## config.mk

```make
export PLATFORM = sky130hd
export DESIGN_NAME = leb128_stream_encoder
export DESIGN_NICKNAME = d
export VERILOG_FILES = /design/src/rtl/leb128_stream_encoder.sv
export SDC_FILE = /design/constraint.sdc
export NUM_CORES = 1
export LEC_CHECK = 0
export BUFFER_PORTS_ARGS = -buffer_cell sky130_fd_sc_hd__clkbuf_2
export CAP_MARGIN = 20
export CORE_ASPECT_RATIO = 0.9
export CORE_UTILIZATION = 45
export DETAILED_ROUTE_END_ITERATION = 10
export PLACE_DENSITY = 0.69
export SLEW_MARGIN = 20
export SYNTH_ARGS = -nofsm -noshare
export SYNTH_HDL_FRONTEND = slang
export SYNTH_SLANG_ARGS = --single-unit
```

## constraint.sdc

```tcl
create_clock -name clk -period 2.4 [get_ports clk]
set_clock_uncertainty 0.2 [all_clocks]
set_input_delay 0.48 -clock clk [delete_from_list [all_inputs] [get_ports clk]]
set_output_delay 0.48 -clock clk [all_outputs]
set_load 0.01 [all_outputs]
```

## src/rtl/leb128_stream_encoder.sv

```systemverilog
// Byte-serial LEB128 encoder: one DATA_W-bit word in, its ULEB128/SLEB128 bytes out
// one per cycle on a valid/ready stream, final byte flagged with out_last.
module leb128_stream_encoder #(
  parameter  int DATA_W    = 32,
  parameter  int SIGNED    = 0,
  localparam int MAX_BYTES = (DATA_W + 6) / 7,
  localparam int LEN_W     = $clog2(MAX_BYTES + 1)
) (
  input  logic              clk,
  input  logic              rst,
  input  logic              in_valid,
  output logic              in_ready,
  input  logic [DATA_W-1:0] in_data,
  output logic              out_valid,
  input  logic              out_ready,
  output logic [7:0]        out_byte,
  output logic              out_last,
  output logic [LEN_W-1:0]  word_len
);

  // The shift register spans a whole number of 7-bit groups so the sign/zero
  // extension covers every byte that can be emitted, including DATA_W < 7.
  localparam int REM_W = MAX_BYTES * 7;

  localparam logic [0:0] ST_IDLE = 1'b0;
  localparam logic [0:0] ST_EMIT = 1'b1;

  logic [0:0]           state_reg, state_next;
  logic [REM_W-1:0]     rem_reg, rem_next;
  logic [LEN_W-1:0]     idx_reg, idx_next;
  logic [LEN_W-1:0]     word_len_reg, word_len_next;

  logic [REM_W-1:0]     ext_data;
  logic [REM_W-1:0]     rem_shift;
  logic [MAX_BYTES-1:0] fits;
  logic [LEN_W-1:0]     load_len;
  logic                 last_raw;
  logic                 emit;
  logic                 fire;
  logic                 last_int;
  logic                 load;

  generate
    if (REM_W > DATA_W) begin : g_ext
      if (SIGNED != 0) begin : g_sext
        assign ext_data = {{(REM_W-DATA_W){in_data[DATA_W-1]}}, in_data};
      end else begin : g_zext
        assign ext_data = {{(REM_W-DATA_W){1'b0}}, in_data};
      end
    end else begin : g_noext
      assign ext_data = in_data;
    end

    if (SIGNED != 0) begin : g_signed
      assign rem_shift = $signed(rem_reg) >>> 7;
      // Final byte once everything from bit 6 upward is pure sign.
      assign last_raw  = (&rem_reg[REM_W-1:6]) | ~(|rem_reg[REM_W-1:6]);
    end else begin : g_unsigned
      assign rem_shift = rem_reg >> 7;
      if (REM_W > 7) begin : g_wide
        assign last_raw = ~(|rem_reg[REM_W-1:7]);
      end else begin : g_narrow
        assign last_raw = 1'b1;
      end
    end

    // fits[gi]: the incoming word encodes in gi+1 bytes.
    for (genvar gi = 0; gi < MAX_BYTES; gi++) begin : g_fit
      if (gi == MAX_BYTES - 1) begin : g_top
        assign fits[gi] = 1'b1;
      end else if (SIGNED != 0) begin : g_sfit
        assign fits[gi] = (&ext_data[REM_W-1:7*gi+6]) | ~(|ext_data[REM_W-1:7*gi+6]);
      end else begin : g_ufit
        assign fits[gi] = ~(|ext_data[REM_W-1:7*gi+7]);
      end
    end
  endgenerate

  always_comb begin
    load_len = LEN_W'(MAX_BYTES);
    for (int i = MAX_BYTES - 1; i >= 0; i--) begin
      if (fits[i]) load_len = LEN_W'(i + 1);
    end
  end

  assign emit     = (state_reg == ST_EMIT);
  assign last_int = emit && (last_raw || (idx_reg == LEN_W'(MAX_BYTES - 1)));
  assign fire     = emit && out_ready;
  assign in_ready = !emit || (fire && last_int);
  assign load     = in_valid && in_ready;

  always_comb begin
    state_next    = state_reg;
    rem_next      = rem_reg;
    idx_next      = idx_reg;
    word_len_next = word_len_reg;
    if (load) begin
      // Covers both IDLE and the zero-bubble reload on a word's final byte.
      state_next    = ST_EMIT;
      rem_next      = ext_data;
      idx_next      = '0;
      word_len_next = load_len;
    end else if (fire && last_int) begin
      state_next = ST_IDLE;
    end else if (fire) begin
      rem_next = rem_shift;
      idx_next = idx_reg + 1'b1;
    end
  end

  always_ff @(posedge clk) begin
    if (rst) begin
      state_reg    <= ST_IDLE;
      rem_reg      <= '0;
      idx_reg      <= '0;
      word_len_reg <= '0;
    end else begin
      state_reg    <= state_next;
      rem_reg      <= rem_next;
      idx_reg      <= idx_next;
      word_len_reg <= word_len_next;
    end
  end

  assign out_valid = emit;
  assign out_last  = last_int;
  assign out_byte  = emit ? {~last_int, rem_reg[6:0]} : 8'h00;
  assign word_len  = word_len_reg;

endmodule

```

==> flow_metrics.py, run 1 <==
metrics = {
    "synth": {
        "synth.area.top_cells": "dfxtp_1 (37%), mux2i_1 (8.5%), o211a_1 (7.6%), o41ai_2 (5.4%), nand4_1 (3.0%)",
        "postSynthAreaPerCell_um2": 9.62,
        "synth.net_count": 258,
        "synth_warnings": 0,
        "async_reset_ff_frac": 0,
        "ys.flop_type": "dfxtp_1",
        "muxShareOfSynthArea": 0.0958,
        "synth_cell_types": 39,
        "synth_edf_count": 0,
        "synth_top_family_by_area": "compound AO/OA/AOI/OAI gates",
        "seq_area_frac_synth": 0.369,
        "ys_ff_latch": 39,
        "synth_top_area_frac": 0.369,
        "synth_fa_ha_area_frac": 0.0118,
        "synthesis.area_um2": 2120,
        "syn_inst": 220,
        "synth_xor_area_frac": 0.00828,
        "synth_compound_area_frac": 0.270,
        "synth-simple-area-share": 0.166,
        "synth_largest_area_cell": "dfxtp_1",
    },
    "run": {
        "maxCapViolCount": 0,
    },
    "pwr": {
        "leakagePower_nw": 1.15,
        "clockPowerShare": 0.318,
        "swShare": 0.285,
        "vdd.ir_drop.worst_mv": 0.327,
        "pwr-share-seq": 0.477,
        "p_int_w": 0.00110,
        "combPwrFrac": 0.205,
        "powerDensity_nw_per_um2": 600,
        "p_sw_w": 0.000441,
    },
    "die": {
        "dieArea_um2": 4980,
        "rows": 23,
        "core_um2": 4490,
        "die_y_um": 67.1,
        "initial_utilization": 0.471,
        "dieWidth_um": 74.3,
        "io_pins": 50,
    },
    "grt": {
        "grt_usage": 0.234,
        "grt_antenna_before_repair": 0,
        "grt_pass1_wl_mm": 8.56,
        "use_met2": 0.388,
        "grt-busiest-layer": "met2",
        "grt_use_met1": 0.296,
        "grt_max_degree": 27,
        "grtUsageMet3": 0.0605,
        "grt-ovfl-total": 0,
        "grt_pass1_vias": 1792,
    },
    "place": {
        "io_buffers": 49,
        "hpwl_mm": 3.92,
        "place.gp.congestion": 0.782,
        "dp_cells": 323,
    },
    "clock_network": {
        "clk_pin_slew_ns": 0.07,
        "cts_tree": "done",
        "ctsRootBufferMaster": "clkbuf_8",
        "postCtsHoldBufs": 0,
        "cts_buffer_depth": 2,
        "numCtsBuffers": 5,
        "clk_latency_ns": 0.30,
        "clock-sinks": 39,
        "cts_htree_levels": 2,
    },
    "cells_and_area": {
        "final_cell_count_no_fill": 334,
        "seqCellArea_um2": 785,
        "nets": 309,
        "drive_above_1_share": 0.349,
        "antenna_cells": 0,
        "multi_input_area_um2": 1200,
        "area_delta_synth_final_pct": 21.8,
        "layout_commonest_cell": "clkbuf_2",
        "largest_reg_flops": 32,
        "fillCellCount": 420,
        "layout_common_cells": "clkbuf_2 (47), dfxtp_1 (38), mux2i_1 (18)",
    },
    "setup_path": {
        "critical_path_class": "register to output port",
        "arrival_ns": 1.70,
        "r2r_setup_slack_ns": 0.10,
        "cp-start-kind": "register",
        "cp_data_required_time_ns": 1.72,
        "end_kind": "output port",
        "cp_max_fo": 3,
    },
    "routing": {
        "ant_nets": 0,
        "drt_iter0_drc": 117,
        "via_count": 1938,
        "wire_per_inst_um": 16.2,
        "drc": 0,
        "viasPerCell": 5.80,
        "wl_mm": 5.42,
        "drt_first_pass_iters": 4,
    },
    "sta": {
        "slew_viol_final": 0,
        "tns_ns": 0,
        "setup_viol": 0,
        "post-route-period-util": 0.992,
        "max_freq_mhz": 420,
        "finalHoldViolCount": 0,
        "slew_headroom": 0.573,
        "rsz0062_at_grt": "true",
        "tightestPinTransition_ns": 0.634,
        "min_period_ns": 2.38,
    },
    "run_status": {
        "status": "finished clean",
    },
    "worst_hold_path": {
        "holdCritPathClass": "input port to register",
    },
}
==> cell usage after synthesis (7+ instances only) <==
cell / instances
dfxtp_1: 39
nand2_1: 10
and2_1: 7
nor3_1: 10
inv_1: 13
nor4_1: 7
clkbuf_1: 11
mux2i_1: 18
nor2_1: 9
o211a_1: 16
nand4_1: 10
o21ai_0: 10
o41ai_2: 7
o221ai_1: 7
==> worst max-delay path, stage by stage (launching register included) <==
cell and delay (ns):
dfxtp_4 0.36, nor4_4 0.28, buf_4 0.16, nand2_2 0.06, nor3_2 0.19, inv_1 0.07
and3_1 0.16, buf_2 0.13
==> through the flow <==
step	setup WS (ns)	utilization	area (µm²)	total power [W]	hold slack [ns]
2_1_floorplan	0.368	-	2120	0.000947	0.273
3_3_place_gp	-0.00220	0.538	2410	0.00104	0.271
3_5_place_dp	0.00725	0.538	2410	0.00105	0.278
4_1_cts	0.00673	0.568	2550	0.00154	0.234
5_1_grt	-0.0857	0.574	2580	0.00162	0.233
6_report	0.0197	0.574	2580	0.00155	0.232
==> routing by layer <==
metal	part of all wire	routed length [µm]	vias up
met5	0	0	-
met4	0.012	63	0
met3	0.067	366	5
met2	0.47	2550	60
met1	0.45	2450	924
li1	-	-	949
==> final timing paths <==
kind                             startpoint           to  depth (start not counted)
worst max-delay path            rem_reg[24]  out_byte[7]                          7
worst min-delay path            in_data[24]  rem_reg[24]                          2
worst max register to register  rem_reg[10]   rem_reg[0]                          6
worst min register to register  word_len[1]  word_len[1]                          2
==> power groups by stage <==
stage	combinational (W)	sequential, W	clock [W]
floorplan	0.000208	0.000738	0
global placement	0.000297	0.000748	0
detailed placement	0.000299	0.000748	0
CTS	0.000308	0.000735	0.000498
global route	0.000346	0.000743	0.000530
finish	0.000317	0.000738	0.000491
==> layout make-up <==
cell class              count  share of cell area
well taps                  62              0.0301
flip-flops and latches     39               0.304
clock buffers               8              0.0388
inverters                  14              0.0214
repair buffers             64               0.139
multi-input cells         147               0.467
==> repair_timing <==
item                       CTS  global route
pin swaps                    3             4
buffers inserted             2             1
setup endpoints to repair    3            12
gates resized for setup      4             7
cloned                       0             0
==> cells by family (layout without fill, tap and decap cells) <==
family,Yosys count,after routing
buffers and inverters,34,86
XOR/XNOR,2,2
flip-flops,39,39
AO/OA/AOI/OAI,61,61
multiplexers,19,19
AND/OR/NAND/NOR,63,63
adder cells (fa/ha/maj),2,2
Note: power is estimated with default switching activity, not from simulation.
==> run 2: changes to the inputs <==
--- a/config.mk
+++ b/config.mk
@@ -8,6 +8,7 @@
 export BUFFER_PORTS_ARGS = -buffer_cell sky130_fd_sc_hd__clkbuf_2
 export CAP_MARGIN = 20
 export CORE_ASPECT_RATIO = 0.9
+export CORE_MARGIN = 2
 export CORE_UTILIZATION = 45
 export DETAILED_ROUTE_END_ITERATION = 10
 export PLACE_DENSITY = 0.69
==> flow_metrics.py, run 2 (synthesized netlist as in run 1, its figures left out) <==
metrics = {
    "run_status": {
        "status": "finished clean",
    },
    "setup_path": {
        "crit_chain": "nor4_2 > nand2_1 > nor3_2 > inv_1 > and3_1 > clkbuf_2",
        "end_kind": "output port",
        "cp-start-kind": "register",
        "cp_data_required_time_ns": 1.72,
        "crit_slowest_cell": "dfxtp_1",
        "cp_top_family": "simple AND/OR/NAND/NOR gates",
        "arrival_ns": 1.62,
        "critical_path_class": "register to output port",
        "cp_max_fo": 3,
        "critical_path_buf_inv_count": 2,
        "slowest_delay_ns": 0.35,
    },
    "pwr": {
        "vdd.ir_drop.worst_mv": 0.431,
        "powerDensity_nw_per_um2": 626,
        "leakagePower_nw": 1.16,
    },
    "routing": {
        "drt_iter0_drc": 167,
        "viasPerCell": 5.92,
        "via_count": 1965,
        "wl_mm": 5.53,
        "ant_nets": 0,
        "drc": 0,
        "drt_first_pass_iters": 4,
        "wire_per_inst_um": 16.6,
    },
    "cells_and_area": {
        "largest_reg_flops": 32,
        "nets": 307,
        "area_delta_synth_final_pct": 22.6,
        "layout_common_cells": "clkbuf_2 (47), dfxtp_1 (36), mux2i_1 (18)",
        "layout_commonest_cell": "clkbuf_2",
        "fillCellCount": 418,
        "design_area_um2": 2590,
        "antenna_cells": 0,
        "drive_above_1_share": 0.359,
    },
    "clock_network": {
        "ctsRootBufferMaster": "clkbuf_8",
        "postCtsHoldBufs": 0,
        "cts_htree_levels": 2,
        "numCtsBuffers": 5,
        "clock-sinks": 39,
        "cts_tree": "done",
        "clk_pin_slew_ns": 0.07,
        "clk_latency_ns": 0.29,
        "cts_buffer_depth": 2,
    },
    "sta": {
        "min_period_ns": 2.30,
        "post-route-period-util": 0.959,
        "slew_headroom": 0.487,
        "setup_ws_ns": 0.0995,
        "slew_viol_final": 0,
        "max_freq_mhz": 435,
        "finalHoldViolCount": 0,
        "tightestPinTransition_ns": 0.768,
        "setup_viol": 0,
        "tns_ns": 0,
        "rsz0062_at_grt": "true",
    },
    "place": {
        "io_buffers": 49,
        "placed_area_um2": 2410,
        "place.gp.congestion": 0.791,
        "place_ws_ns": 0.0745,
        "hpwl_mm": 3.97,
    },
    "grt": {
        "grt_max_degree": 27,
        "grt_pass1_wl_mm": 8.98,
        "grt_antenna_before_repair": 0,
        "grt-ovfl-total": 0,
        "grt_usage": 0.212,
        "grt_pass1_vias": 1834,
    },
    "die": {
        "io_pins": 50,
        "die_y_um": 69.1,
        "dieArea_um2": 5270,
        "dieWidth_um": 76.3,
        "initial_utilization": 0.471,
        "rows": 23,
        "core_um2": 4490,
    },
    "run": {
        "maxCapViolCount": 0,
    },
    "worst_hold_path": {
        "holdCritPathClass": "input port to register",
    },
}
run 2: layout make-up:
type	instances	area [µm²]	area share
multi-input combinational	147	1210	0.466
sequential	39	785	0.302
timing repair buffer	62	349	0.135
clock buffer	6	82.6	0.0318
tap	62	77.6	0.0299
inverter	14	57.6	0.0222
clock inverter	2	35.0	0.0135
run 2: routing by layer:
| layer | part of all wire | GRT usage |
|---|---|---|
| met5 | 0 | 0 |
| met4 | 0.0087 | 0.0646 |
| met3 | 0.069 | 0.0484 |
| met2 | 0.46 | 0.331 |
| met1 | 0.46 | 0.292 |
run 2: path summary, 6_finish.rpt:
| kind | from | end | slack, ns | cells after the start |
|---|---|---|---|---|
| setup reg to reg | rem_reg[7] | idx_reg[0] | 0.14 | 7 |
| hold reg to reg | word_len[1] | word_len[1] | 0.29 | 2 |
| setup / recovery | rem_reg[16] | out_byte[7] | 0.1 | 6 |
| hold / removal | in_data[23] | rem_reg[23] | 0.24 | 2 |
run 2: where the power goes:
part | leakage, nW | internal [W] | switching, W
combinational | 0.771 | 0.000146 | 0.000168
clock | 0.0612 | 0.000336 | 0.000231
sequential | 0.323 | 0.000696 | 0.0000454
total | 1.16 | 0.00118 | 0.000444
run 2: worst reg2reg max path: stages, from the launching register on:
cell,delay (ns)
dfxtp_1,0.34
nor4_2,0.27
nand4_1,0.20
buf_4,0.19
o31a_2,0.47
buf_4,0.24
xnor2_1,0.14
nor3_1,0.13
run 2: repair_timing:
item	CTS	global route
resized for setup	4	11
pin swaps	1	5
buffers inserted	1	1
endpoints found under the setup margin	3	16
run 2: through the flow:
| step | cells | power [W] | hold WS, ns | utilization |
|---|---|---|---|---|
| finish | 332 | 0.00162 | 0.242 | 0.578 |
| global route | 332 | 0.00170 | 0.239 | 0.578 |
| CTS | 331 | 0.00162 | 0.231 | 0.568 |
| detailed placement | 322 | 0.00105 | 0.276 | 0.536 |
| global placement | 322 | 0.00104 | 0.270 | 0.536 |
| floorplan | 220 | 0.000947 | 0.273 | - |
